[config.mk]
export PLATFORM = sky130hd
export DESIGN_NAME = video_out_stage
export DESIGN_NICKNAME = d
export VERILOG_FILES = /design/src/rtl/video_out_stage.sv
export SDC_FILE = /design/constraint.sdc
export NUM_CORES = 1
export LEC_CHECK = 0
export ABC_AREA = 1
export ABC_CLOCK_PERIOD_IN_PS = 1780
export CORE_MARGIN = 2
export CORE_UTILIZATION = 51
export DETAILED_ROUTE_END_ITERATION = 8
export HOLD_SLACK_MARGIN = 0.02
export PLACE_DENSITY = 0.84
export RECOVER_POWER = 25
export REMOVE_ABC_BUFFERS = 1
export SYNTH_ARGS = -nofsm -noshare
export SYNTH_HDL_FRONTEND = slang
export SYNTH_SLANG_ARGS = --single-unit
export TNS_END_PERCENT = 20
[constraint.sdc]
create_clock -name clk -period 1.78 [get_ports clk]
set_input_delay 0.267 -clock clk [delete_from_list [all_inputs] [get_ports clk]]
set_output_delay 0.267 -clock clk [all_outputs]
set_load 0.02 [all_outputs]
[src/rtl/video_out_stage.sv]
// Video output conditioner: ce_pix-qualified two-stage pipeline from native core RGB/sync
// to the 8-bit VGA bus, with scanline darkening and per-frame active-area measurement.
module video_out_stage #(
    parameter int RW = 5,
    parameter int GW = 6,
    parameter int BW = 5,
    parameter int OW = 8,
    parameter int CW = 12
) (
    input  logic          clk,
    input  logic          reset,
    input  logic          ce_pix,
    input  logic [RW-1:0] red,
    input  logic [GW-1:0] green,
    input  logic [BW-1:0] blue,
    input  logic          hblank,
    input  logic          vblank,
    input  logic          hsync,
    input  logic          vsync,
    input  logic [1:0]    sl_mode,
    output logic [OW-1:0] vga_r,
    output logic [OW-1:0] vga_g,
    output logic [OW-1:0] vga_b,
    output logic          vga_hs,
    output logic          vga_vs,
    output logic          vga_de,
    output logic          ce_out,
    output logic [CW-1:0] h_active,
    output logic [CW-1:0] v_active,
    output logic          frame_toggle
);

    localparam logic [CW-1:0] CNT_MAX = '1;
    localparam logic [CW-1:0] CNT_ONE = CW'(1);

    logic [OW-1:0] r_exp, g_exp, b_exp;
    logic [OW-1:0] s1_r, s1_g, s1_b;
    logic          s1_hs, s1_vs, s1_de;
    logic          p_hs, p_vs, p_de;
    logic          line_odd;
    logic [CW-1:0] pix_cnt, line_cnt, last_w;

    logic          hs_rise, vs_rise, de_fall;
    logic [1:0]    sl_sel;
    logic          odd_next, tog_next;
    logic [CW-1:0] pix_next, line_next, w_next, h_next, v_next;

    // MSB-first replication; output bit k (from the top) takes input bit k mod width (from the top).
    for (genvar i = 0; i < OW; i++) begin : g_expand
        assign r_exp[OW-1-i] = red[RW-1-(i % RW)];
        assign g_exp[OW-1-i] = green[GW-1-(i % GW)];
        assign b_exp[OW-1-i] = blue[BW-1-(i % BW)];
    end

    function automatic logic [OW-1:0] dim(input logic [OW-1:0] v, input logic [1:0] mode);
        case (mode)
            2'd1:    dim = v - (v >> 2);
            2'd2:    dim = v >> 1;
            2'd3:    dim = v >> 2;
            default: dim = v;
        endcase
    endfunction

    assign hs_rise = s1_hs & ~p_hs;
    assign vs_rise = s1_vs & ~p_vs;
    assign de_fall = p_de & ~s1_de;
    assign sl_sel  = line_odd ? sl_mode : 2'd0;

    always_ff @(posedge clk) begin
        if (!reset) begin
            s1_r   <= '0;
            s1_g   <= '0;
            s1_b   <= '0;
            s1_hs  <= 1'b0;
            s1_vs  <= 1'b0;
            s1_de  <= 1'b0;
            vga_r  <= '0;
            vga_g  <= '0;
            vga_b  <= '0;
            vga_hs <= 1'b0;
            vga_vs <= 1'b0;
            vga_de <= 1'b0;
            ce_out <= 1'b0;
        end else begin
            ce_out <= ce_pix;
            if (ce_pix) begin
                s1_r   <= r_exp;
                s1_g   <= g_exp;
                s1_b   <= b_exp;
                s1_hs  <= hsync;
                s1_vs  <= vsync;
                s1_de  <= ~(hblank | vblank);
                vga_r  <= dim(s1_r, sl_sel);
                vga_g  <= dim(s1_g, sl_sel);
                vga_b  <= dim(s1_b, sl_sel);
                vga_hs <= s1_hs;
                vga_vs <= s1_vs;
                vga_de <= s1_de;
            end
        end
    end

    // A de fall landing on the vsync rise is counted first, so the frame's last line is published.
    always_comb begin
        pix_next  = pix_cnt;
        line_next = line_cnt;
        w_next    = last_w;
        h_next    = h_active;
        v_next    = v_active;
        tog_next  = frame_toggle;
        odd_next  = line_odd;
        if (s1_de && pix_cnt != CNT_MAX) pix_next = pix_cnt + CNT_ONE;
        if (de_fall && pix_cnt != '0) begin
            w_next    = pix_cnt;
            pix_next  = '0;
            line_next = (line_cnt == CNT_MAX) ? line_cnt : line_cnt + CNT_ONE;
        end
        if (hs_rise) odd_next = ~line_odd;
        if (vs_rise) begin
            h_next    = w_next;
            v_next    = line_next;
            tog_next  = ~frame_toggle;
            pix_next  = '0;
            line_next = '0;
            w_next    = '0;
            odd_next  = 1'b0;
        end
    end

    always_ff @(posedge clk) begin
        if (!reset) begin
            p_hs         <= 1'b0;
            p_vs         <= 1'b0;
            p_de         <= 1'b0;
            line_odd     <= 1'b0;
            pix_cnt      <= '0;
            line_cnt     <= '0;
            last_w       <= '0;
            h_active     <= '0;
            v_active     <= '0;
            frame_toggle <= 1'b0;
        end else if (ce_pix) begin
            p_hs         <= s1_hs;
            p_vs         <= s1_vs;
            p_de         <= s1_de;
            line_odd     <= odd_next;
            pix_cnt      <= pix_next;
            line_cnt     <= line_next;
            last_w       <= w_next;
            h_active     <= h_next;
            v_active     <= v_next;
            frame_toggle <= tog_next;
        end
    end

endmodule

==> results.md <==
* Outcome: finished, final reports clean
* Sequential area share after synthesis at 35.0%
* Max Clock Freq at 585 MHz
* First-pass iteration count of the detailed router at 5
* Critical-path cell list: inv_1, ha_1, nand3_1, nor2_2, nand2_4, nand2_8, buf_4, o21ai_1, nand2_1, a21oi_1
* CTS tree: yes
* Synth top area share at 35.0%
* RSZ-0062 raised after global routing: true
* Layout cells sized above 1 at 15.1%
* Overall routed net length at 16500 microns
* Initial antenna violation count at 0
* Crit Path Class: reg -> reg
* Crit share post-route at 96.1%
* Lkg Pwr at 0.00355 uW
* Design area at 8070 sq um
* Max-slew headroom at 46.5%
* Synthesized flop and latch total at 109
* Critical path's largest stage delay at 370 ps
* Die Wd at 115 microns
* Worst clock skew at 9.37 ps
* GR peak layer: met2
* Library cells used by synthesis at 41
* Number of global-route vias before repair at 5897
* Die Span Y at 115 microns
* Gpl congestion at 0.943
* Row cnt at 40
* Highest net fanout along the worst path at 8
* Synthesis warning total at 0
* EDFF count, synth at 0
* Dominant cells by area after synthesis: dfxtp_1, nand2_1, nor2_1, inv_1, a21oi_1
* Die ar. at 13100 sq um
* Post-layout min period at 1710 ps
* Via count at 6606
* # hold bufs at CTS at 0
* Cell Area, Synth at 6240 sq um
* Met1 Resource Use GR at 33.3%
* Utilization after layout at 67.4%
* Endpoint class of the critical path: flop
* H-tree depth at 3
* DPL Wire Length at 11600 microns
* Most common cell after layout, fill and taps aside: nand2_1
* CP Launch Type: flop
* Initial core utilization at 52.2%
* Largest net degree at the start of global routing at 32
* Routing usage on met3 at 3.76%
* GRT Total Usage at 25.1%
* Clock Latency Late Sink at 360 ps
* IO buf count at 77
* Antenna-violating nets left at 0
* Placed Area at 7550 sq um
* Clk pin slew, worst setup/hold paths at 80 ps
* M2 GR Usage at 41.0%
* Core area at 12000 sq um
* Worst Hold Class: reg -> reg
* GRT overflow at 0
* Most area-hungry cell type in the Yosys netlist: dfxtp_1
* Via density at 5.46
* Asr flop ratio synth at 0%
* DRC Markers at 0
* First-pass GRT wire length at 27000 microns
* Maximum VDD drop at 0.626 mV
* WP data arrival at 2000 ps
* Max-Cap Viols at 0
* Most frequent cells in the layout: nand2_1, nor2_1, inv_1, dfxtp_1, clkdlybuf4s50_1
* Synthesized area per cell at 6.61 sq um
* Diodes inserted at 0
* Least-Margin Pin Slew at 802 ps
* DRT iter0 DRCs at 584
* Synth-to-Final Area Change at 29.2%
* Per-cell routed wire length at 13.6 microns
* Slew Viols, Final at 0
* Total clock sinks at 109
* Max Buffers Root-to-Sink at 2
* Cell with the largest stage delay on the worst path: dfxtp_2
* Post-Syn Instances at 945
* Ports at 78
* Setup violations, final at 0
* CTS Buf Count at 9
* Root buf cell: clkbuf_16
* Main flop type after synthesis: dfxtp_1
* Layout Nets at 1107
* Fin. Hold Viols at 0
* CP required at 2070 ps
* PD cells at 765 nW/um^2
## kinds of logic after synthesis
group	after synthesis	synth area share, %
flip-flops	109	35.0
adder cells (fa/ha/maj)	24	5.17
XOR/XNOR	3	0.421
AND/OR/NAND/NOR	463	32.1
buffers and inverters	155	10.3
AO/OA/AOI/OAI	191	17.0
## worst max-delay path: cells and delay by family (launching register included)
kind | cells | cell delay, ps
AOI/OAI and AO/OA | 2 | 360
DFF | 1 | 370
adders and majority gates | 1 | 220
buffers and inverters | 2 | 250
and+or+nand+nor | 5 | 450
## per-stage QoR
step	std cells	worst slack [ps]	setup TNS [ps]	hold WS (ps)	total power [uW]
floorplan	904	-465	-9810	360	3430
global placement	1187	-12.9	-12.9	436	3950
detailed placement	1187	-40.4	-57.1	441	3970
CTS	1203	1.83	0	454	6090
global route	1210	-71.8	-519	471	6490
finish	1210	69.4	0	454	6180
## path summary, 6_finish.rpt
check,to,cells past startpoint,slack [ps],from
max,last_w[2],10,70,pix_cnt[0]
min,frame_toggle,1,450,frame_toggle
min reg2reg,frame_toggle,1,450,frame_toggle
max reg2reg,last_w[2],10,70,pix_cnt[0]
## power by group
group / switching [uW] / leakage (uW) / internal (uW) / total (uW)
registers: 82.3 / 0.000894 / 2550 / 2640
clock network: 968 / 0.000151 / 1160 / 2130
logic: 808 / 0.00251 / 603 / 1410
## flip-flops by register name (all words and copies together), names as in the netlist, 5 cells and up
signal and flops:
s1_r 5, line_cnt 12, s1_g 6, vga_b 8, v_active 12, h_active 12, pix_cnt 12, vga_g 8
s1_b 5, vga_r 8, last_w 12
## metal layers
metal  vias up  wire (microns)
li1       3278               -
met1      3038            7290
met2       246            7770
met3        44            1040
met4         0             388
met5         -               0
## synthesized netlist by cell type, types with 3 or more instances
library cell / count
inv_1: 106
fa_1: 3
a21oi_1: 78
o21ai_2: 11
a22oi_1: 5
nand3_1: 72
ha_1: 21
a21oi_2: 4
o211ai_1: 3
buf_6: 6
o22ai_1: 8
nand2_1: 222
nand3_2: 3
or2_2: 5
buf_2: 8
clkbuf_1: 24
nor3_1: 4
dfxtp_1: 109
nand4_1: 9
nand2_2: 6
inv_2: 7
nand3b_1: 11
o21ai_0: 72
nor2_1: 122
## final cells by class
type,instances,area [sq um]
Clock buffer,10,239
Inverter,114,429
Clock inverter,6,78.8
Timing Repair Buffer,142,1360
Fill cell,978,3890
Multi-Input combinational cell,682,3580
Tap cell,147,184
Sequential cell,109,2190
## repair_timing
item                                    CTS  global route
endpoints found under the hold margin     0             0
cloned                                    0             1
pin swaps                                 0            11
endpoints found under the setup margin    4            60
resized for setup                         2            46
setup buffers                             0             6
Note: power is estimated with default switching activity, not from simulation.
